<file path="src/rtl/voice_bank_pkg.sv">
// rtl/voice_bank_pkg.sv - shared register offsets and helpers for the voice bank
package voice_bank_pkg;

    localparam int REG_HALF_PERIOD = 0;
    localparam int REG_DURATION    = 1;

    function automatic int mix_width(input int n_voices);
        return $clog2(n_voices + 1);
    endfunction

    function automatic logic [4:0] popcount(input logic [15:0] bits);
        logic [4:0] count;
        count = '0;
        for (int i = 0; i < 16; i++) begin
            count = count + 5'(bits[i]);
        end
        return count;
    endfunction

endpackage

</file>
<file path="src/rtl/voice_bank_if.sv">
// rtl/voice_bank_if.sv - CPU register port of the voice bank (readback under VOICE_READBACK_EN)
interface voice_bank_if #(
    parameter int ADDR_W = 5
);
    logic              wr_en;
    logic [ADDR_W-1:0] wr_addr;
    logic [15:0]       wr_data;
`ifdef VOICE_READBACK_EN
    logic [ADDR_W-1:0] rd_addr;
    logic [15:0]       rd_data;
`endif

    modport master (
        output wr_en,
        output wr_addr,
        output wr_data
`ifdef VOICE_READBACK_EN
        , output rd_addr
        , input  rd_data
`endif
    );

    modport slave (
        input  wr_en,
        input  wr_addr,
        input  wr_data
`ifdef VOICE_READBACK_EN
        , input  rd_addr
        , output rd_data
`endif
    );
endinterface

</file>
<file path="src/rtl/voice_osc.sv">
// rtl/voice_osc.sv - one voice: half-period oscillator plus timed gate countdown
module voice_osc #(
    parameter int PER_W = 16,
    parameter int DUR_W = 16
) (
    input  logic              clock,
    input  logic              reset,
    input  logic              tick,
    input  logic              hp_we,
    input  logic              dur_we,
    input  logic [15:0]       wr_data,
    input  logic              key,
    output logic              voice_out,
    output logic              active
`ifdef VOICE_READBACK_EN
    , output logic [PER_W-1:0] half_period_q
    , output logic [DUR_W-1:0] remaining_q
`endif
);

    logic [PER_W-1:0] half_period;
    logic [PER_W-1:0] count;
    logic [DUR_W-1:0] remaining;
    logic [DUR_W-1:0] dur_val;
    logic             gate;
    logic             sounding;

    assign dur_val  = wr_data[DUR_W-1:0];
    assign sounding = (gate | key) & (half_period != '0);

`ifdef VOICE_READBACK_EN
    assign half_period_q = half_period;
    assign remaining_q   = remaining;
`endif

    always_ff @(posedge clock or posedge reset) begin
        if (reset) begin
            half_period <= '0;
            remaining   <= '0;
            gate        <= 1'b0;
            count       <= '0;
            voice_out   <= 1'b0;
            active      <= 1'b0;
        end else begin
            if (hp_we) begin
                half_period <= wr_data[PER_W-1:0];
            end

            // A duration write overrides any tick decrement in the same cycle.
            if (dur_we) begin
                remaining <= dur_val;
                gate      <= (dur_val != '0);
            end else if (tick && remaining != '0) begin
                remaining <= remaining - 1'b1;
                if (remaining == DUR_W'(1)) begin
                    gate <= 1'b0;
                end
            end

            active <= sounding;

            // active doubles as "was sounding last cycle" to detect note entry.
            if (!sounding) begin
                count     <= '0;
                voice_out <= 1'b0;
            end else if (!active) begin
                count     <= half_period - 1'b1;
                voice_out <= 1'b0;
            end else if (count == '0) begin
                count     <= half_period - 1'b1;
                voice_out <= ~voice_out;
            end else begin
                count <= count - 1'b1;
            end
        end
    end

endmodule

</file>
<file path="src/rtl/voice_bank.sv">
// rtl/voice_bank.sv - polyphonic square-wave voice bank; VOICE_READBACK_EN adds register readback
module voice_bank
    import voice_bank_pkg::*;
#(
    parameter int N_VOICES = 8,
    parameter int PER_W    = 16,
    parameter int DUR_W    = 16,
    parameter int TICK_DIV = 50000,
    parameter int ADDR_W   = 5
) (
    input  logic                              clock,
    input  logic                              reset,
    voice_bank_if.slave                       bus,
    input  logic [N_VOICES-1:0]               key_pressed,
    output logic [N_VOICES-1:0]               voice_out,
    output logic [N_VOICES-1:0]               active,
    output logic [mix_width(N_VOICES)-1:0]    mix_out
);

    localparam int MIX_W = mix_width(N_VOICES);
    localparam int TW    = (TICK_DIV > 1) ? $clog2(TICK_DIV) : 1;

    logic [TW-1:0] presc;
    logic          tick;

    assign tick = (presc == TW'(TICK_DIV - 1));

    always_ff @(posedge clock or posedge reset) begin
        if (reset) begin
            presc <= '0;
        end else if (tick) begin
            presc <= '0;
        end else begin
            presc <= presc + 1'b1;
        end
    end

`ifdef VOICE_READBACK_EN
    logic [PER_W-1:0] hp_q  [N_VOICES];
    logic [DUR_W-1:0] rem_q [N_VOICES];
`endif

    for (genvar v = 0; v < N_VOICES; v++) begin : g_voice
        logic hp_we;
        logic dur_we;

        assign hp_we  = bus.wr_en && (bus.wr_addr == ADDR_W'(2 * v + REG_HALF_PERIOD));
        assign dur_we = bus.wr_en && (bus.wr_addr == ADDR_W'(2 * v + REG_DURATION));

        voice_osc #(
            .PER_W (PER_W),
            .DUR_W (DUR_W)
        ) u_osc (
            .clock     (clock),
            .reset     (reset),
            .tick      (tick),
            .hp_we     (hp_we),
            .dur_we    (dur_we),
            .wr_data   (bus.wr_data),
            .key       (key_pressed[v]),
            .voice_out (voice_out[v]),
            .active    (active[v])
`ifdef VOICE_READBACK_EN
            , .half_period_q (hp_q[v])
            , .remaining_q   (rem_q[v])
`endif
        );
    end

    always_ff @(posedge clock or posedge reset) begin
        if (reset) begin
            mix_out <= '0;
        end else begin
            mix_out <= MIX_W'(popcount(16'(voice_out)));
        end
    end

`ifdef VOICE_READBACK_EN
    logic [15:0] rd_next;

    // Duration reads return the live countdown, not the value last written.
    always_comb begin
        rd_next = '0;
        for (int v = 0; v < N_VOICES; v++) begin
            if (bus.rd_addr == ADDR_W'(2 * v + REG_HALF_PERIOD)) begin
                rd_next = 16'(hp_q[v]);
            end
            if (bus.rd_addr == ADDR_W'(2 * v + REG_DURATION)) begin
                rd_next = 16'(rem_q[v]);
            end
        end
    end

    always_ff @(posedge clock or posedge reset) begin
        if (reset) begin
            bus.rd_data <= '0;
        end else begin
            bus.rd_data <= rd_next;
        end
    end
`endif

endmodule

</file>
<file path="src/flat_wrapper.sv">
// flat-port wrapper written by rule: the top's interface ports become plain ports
module voice_bank_flat import voice_bank_pkg::*;
#(
    parameter int N_VOICES = 8,
    parameter int PER_W    = 16,
    parameter int DUR_W    = 16,
    parameter int TICK_DIV = 50000,
    parameter int ADDR_W   = 5
)
  (clock, reset, key_pressed, voice_out, active, mix_out, bus_wr_en, bus_wr_addr, bus_wr_data);
  voice_bank_if #(.ADDR_W(ADDR_W)) bus_i ();
  input  logic clock;
  input  logic reset;
  input  logic [N_VOICES-1:0] key_pressed;
  output logic [N_VOICES-1:0] voice_out;
  output logic [N_VOICES-1:0] active;
  output logic [mix_width(N_VOICES)-1:0] mix_out;
  input wire logic [$bits(bus_i.wr_en)-1:0] bus_wr_en;
  input wire logic [$bits(bus_i.wr_addr)-1:0] bus_wr_addr;
  input wire logic [$bits(bus_i.wr_data)-1:0] bus_wr_data;
  assign bus_i.wr_en = bus_wr_en;
  assign bus_i.wr_addr = bus_wr_addr;
  assign bus_i.wr_data = bus_wr_data;
  voice_bank #(.N_VOICES(N_VOICES), .PER_W(PER_W), .DUR_W(DUR_W), .TICK_DIV(TICK_DIV), .ADDR_W(ADDR_W)) u_core (.clock(clock), .reset(reset), .bus(bus_i), .key_pressed(key_pressed), .voice_out(voice_out), .active(active), .mix_out(mix_out));
endmodule
</file>
<file path="config.mk">
export PLATFORM = sky130hd
export DESIGN_NAME = voice_bank_flat
export DESIGN_NICKNAME = d
export VERILOG_FILES = /design/src/rtl/voice_bank_pkg.sv /design/src/rtl/voice_bank_if.sv /design/src/rtl/voice_osc.sv /design/src/rtl/voice_bank.sv /design/src/flat_wrapper.sv
export SDC_FILE = /design/constraint.sdc
export NUM_CORES = 1
export LEC_CHECK = 0
export ABC_AREA = 1
export CORE_ASPECT_RATIO = 0.75
export CORE_UTILIZATION = 60
export CTS_BUF_LIST = sky130_fd_sc_hd__clkbuf_4
export DETAILED_ROUTE_END_ITERATION = 8
export PLACE_DENSITY = 0.77
export SLEW_MARGIN = 20
export SYNTH_ARGS = -nofsm -noshare
export SYNTH_HDL_FRONTEND = slang
export SYNTH_SLANG_ARGS = --single-unit
</file>
<file path="constraint.sdc">
create_clock -name clock -period 24.5 [get_ports clock]
set_clock_uncertainty 0.15 [all_clocks]
set_input_delay 7.35 -clock clock [delete_from_list [all_inputs] [get_ports clock]]
set_output_delay 7.35 -clock clock [all_outputs]
set_load 0.02 [all_outputs]
</file>
==> flow_metrics.tcl <==
set metrics [dict create \
    outcome "complete, no violations" \
    hold_buffers 0 \
    power_mw 2.72 \
    wl_um 68500 \
    synthCells 3927 \
    min_from "u_core.presc[0]$_DFF_PP0_" \
    cp_top_family "buffers and inverters" \
    tns_ns 0 \
    syn-num-nets 4015 \
    yosysSeqAreaShare 0.399 \
    synth_seq_cells 428 \
    synthDistinctLibCells 48 \
    reg2reg_setup_slack_ns 21.33 \
    vias_per_cell 5.32 \
    peakVddDrop_uv 62.2 \
    combPwrFrac 0.382 \
    p_per_area_mw_per_mm2 94.0 \
    fp.dieW_um 246 \
    synth.avg_cell_area_sq_um 6.83 \
    drtIter0Drc 2358 \
    syn_area_sq_mm 0.0268 \
    cp_slowest_cell "clkdlybuf4s50_1" \
    worstSetupEndpointType "output port" \
    internal_power_mw 1.57 \
    setup_viol 0 \
    required_ns 17.00 \
    rr_startpoint "u_core.g_voice[0].u_osc.voice_out$_DFFE_PP0P_" \
    synth_edf_count 0 \
    first_pass_iters 5 \
    critPathLaunchType "flip-flop" \
    fp-row-count 66 \
    swShare 0.422 \
    layout_commonest_cell "nand2_1" \
    worstMarginPinSlew_ns 1.08 \
    clockPowerShare 0.227 \
    most-common-layout-cells "nand2_1, nor2_1, dfrtp_1" \
    crit_fanout 3 \
    cts_tree "done" \
    crit_path_max_incr_delay_ns 0.68 \
    remaining_drc_errors 0 \
    io_buffers 51 \
    n_fill_cell 4010 \
    grt_pass1_vias 22200 \
    clock-sinks 428 \
    async_reset_ff_frac 1.00 \
    fin_crit_ns 9.59 \
    reg2regPathDepth 7 \
    numCtsBuffers 106 \
    final_hold_viol_count 0 \
    clk_pin_slew_ns 0.07 \
    wl_per_cell_um 14.7 \
    grt_usage 0.308 \
    path_cells "clkdlybuf4s50_1" \
    ys.flop_type "dfrtp_1" \
    overflow 0 \
    holdPathStages 1 \
    final_nets 4072 \
    core_region_area_sq_mm 0.0437 \
    crit_buf_inv 1 \
    finalMaxSlewViolations 0 \
    antenna_found_initial 5 \
    finalWeightedCongestion 0.951 \
    io_pins 52 \
    die_area_sq_mm 0.0456 \
    final_util 0.662 \
    p_switching_mw 1.15 \
    drv_cap 0 \
    insertion_delay_ns 0.90 \
    cp.arrival_ns 2.09 \
    cts_root_buf "clkbuf_4" \
    dp_hpwl_um 46600 \
    die_height_um 185 \
    finalInstanceArea_sq_mm 0.0289 \
    drive_above_1_share 0.0524 \
    fmax_mhz 104 \
    cp-startpoint "u_core.g_voice[0].u_osc.voice_out$_DFFE_PP0P_" \
    placed_cell_area_sq_mm 0.0276 \
    start_util 0.614 \
    rsz0062_at_grt "false" \
    hold_path.class "reg -> reg" \
    p_seq_frac 0.391 \
    drtAntennaViolNets 0 \
    crit_type "reg -> out" \
    grt_max_degree 166 \
    area_delta_synth_final_pct 7.88 \
    dr_total_vias 24700 \
    reg2reg_to "u_core.mix_out[2]$_DFF_PP0_" \
    clockBufferDepth 3 \
    period_share 0.392 \
    synth-warning-count 0 \
    cts_resized 0 \
    grt_pass1_wl_um 112000 \
    p_leak_nw 14.7 \
    relSlewSlack 0.281 \
    post_cts_buffers 0 \
    holdPathEnd "u_core.presc[0]$_DFF_PP0_" \
    cts_max_level 3 \
]
## final cells by class
type / instances / area (sq um) / share of cell area
Multi-Input combinational cell: 2970 / 14000 / 0.483
Inverter: 417 / 1570 / 0.0544
Clock inverter: 37 / 220 / 0.00761
Tap cell: 578 / 723 / 0.0250
Antenna cell: 3 / 7.51 / 0.000259
Clock buffer: 152 / 1140 / 0.0394
Timing Repair Buffer: 61 / 598 / 0.0207
Sequential cell: 428 / 10700 / 0.370
## power by group through the flow
| stage | Sequential (mW) | Combinational [mW] | Clock, mW |
|---|---|---|---|
| after detailed placement | 1.07 | 1.03 | 0 |
| after global routing | 1.09 | 1.21 | 0.666 |
| after floorplan | 1.02 | 0.841 | 0 |
| after CTS | 1.06 | 1.03 | 0.630 |
| final | 1.06 | 1.04 | 0.616 |
| after global placement | 1.07 | 1.01 | 0 |
## metal layers
metal	vias up	GRT usage	part of all wire
met3	122	0.0556	0.076
met5	-	0	0.00019
li1	12500	-	-
met1	11300	0.465	0.48
met4	2	0.0807	0.022
met2	785	0.453	0.42
## worst max path at each step
stage / to / depth (start not counted)
2_1_floorplan: u_core.g_voice[0].u_osc.active$_DFF_PP0_ / 1
3_3_place_gp: u_core.g_voice[4].u_osc.remaining[13]$_DFFE_PP0P_ / 11
3_5_place_dp: u_core.g_voice[4].u_osc.remaining[13]$_DFFE_PP0P_ / 11
4_1_cts: voice_out[0] / 1
5_1_grt: u_core.g_voice[4].u_osc.remaining[10]$_DFFE_PP0P_ / 11
6_report: voice_out[0] / 1
## cell usage after synthesis (all sizes together) (5+ instances only)
cell | instances | area share
o21ai | 371 | 0.070
inv | 411 | 0.058
clkinv | 6 | 0.00084
nand2 | 1180 | 0.17
nor3 | 40 | 0.0077
nor4 | 9 | 0.0021
nand4 | 36 | 0.0086
a21oi | 72 | 0.013
xnor2 | 58 | 0.019
buf | 65 | 0.016
nand3b | 11 | 0.0031
nor3b | 7 | 0.0020
dfrtp | 428 | 0.40
clkbuf | 47 | 0.0066
xor2 | 132 | 0.043
nor2 | 688 | 0.097
ha | 52 | 0.024
nand3 | 282 | 0.053
o21bai | 5 | 0.0014
## sequential cells by signal (all words and copies together) (netlist names)
register                          flops
u_core.presc                         16
u_core.g_voice.u_osc.active           8
u_core.g_voice.u_osc.half_period    128
u_core.mix_out                        4
u_core.g_voice.u_osc.voice_out        8
u_core.g_voice.u_osc.gate             8
u_core.g_voice.u_osc.remaining      128
u_core.g_voice.u_osc.count          128
## cells by family after synthesis
group | synth area share
and+or+nand+nor | 0.342
buffers and inverters | 0.0807
AOI/OAI and AO/OA | 0.0884
DFF | 0.399
xor gates and xnor gates | 0.0620
adders and majority gates | 0.0272
## per-stage QoR
stage	std cells	hold WS, ns	setup slack (ns)
2_1_floorplan	3927	0.280	5.08
3_3_place_gp	4454	0.300	14.33
3_5_place_dp	4454	0.311	14.24
4_1_cts	4643	0.321	14.86
5_1_grt	4646	0.354	14.80
6_report	4646	0.317	14.91
(Power assumes the default switching activity.)
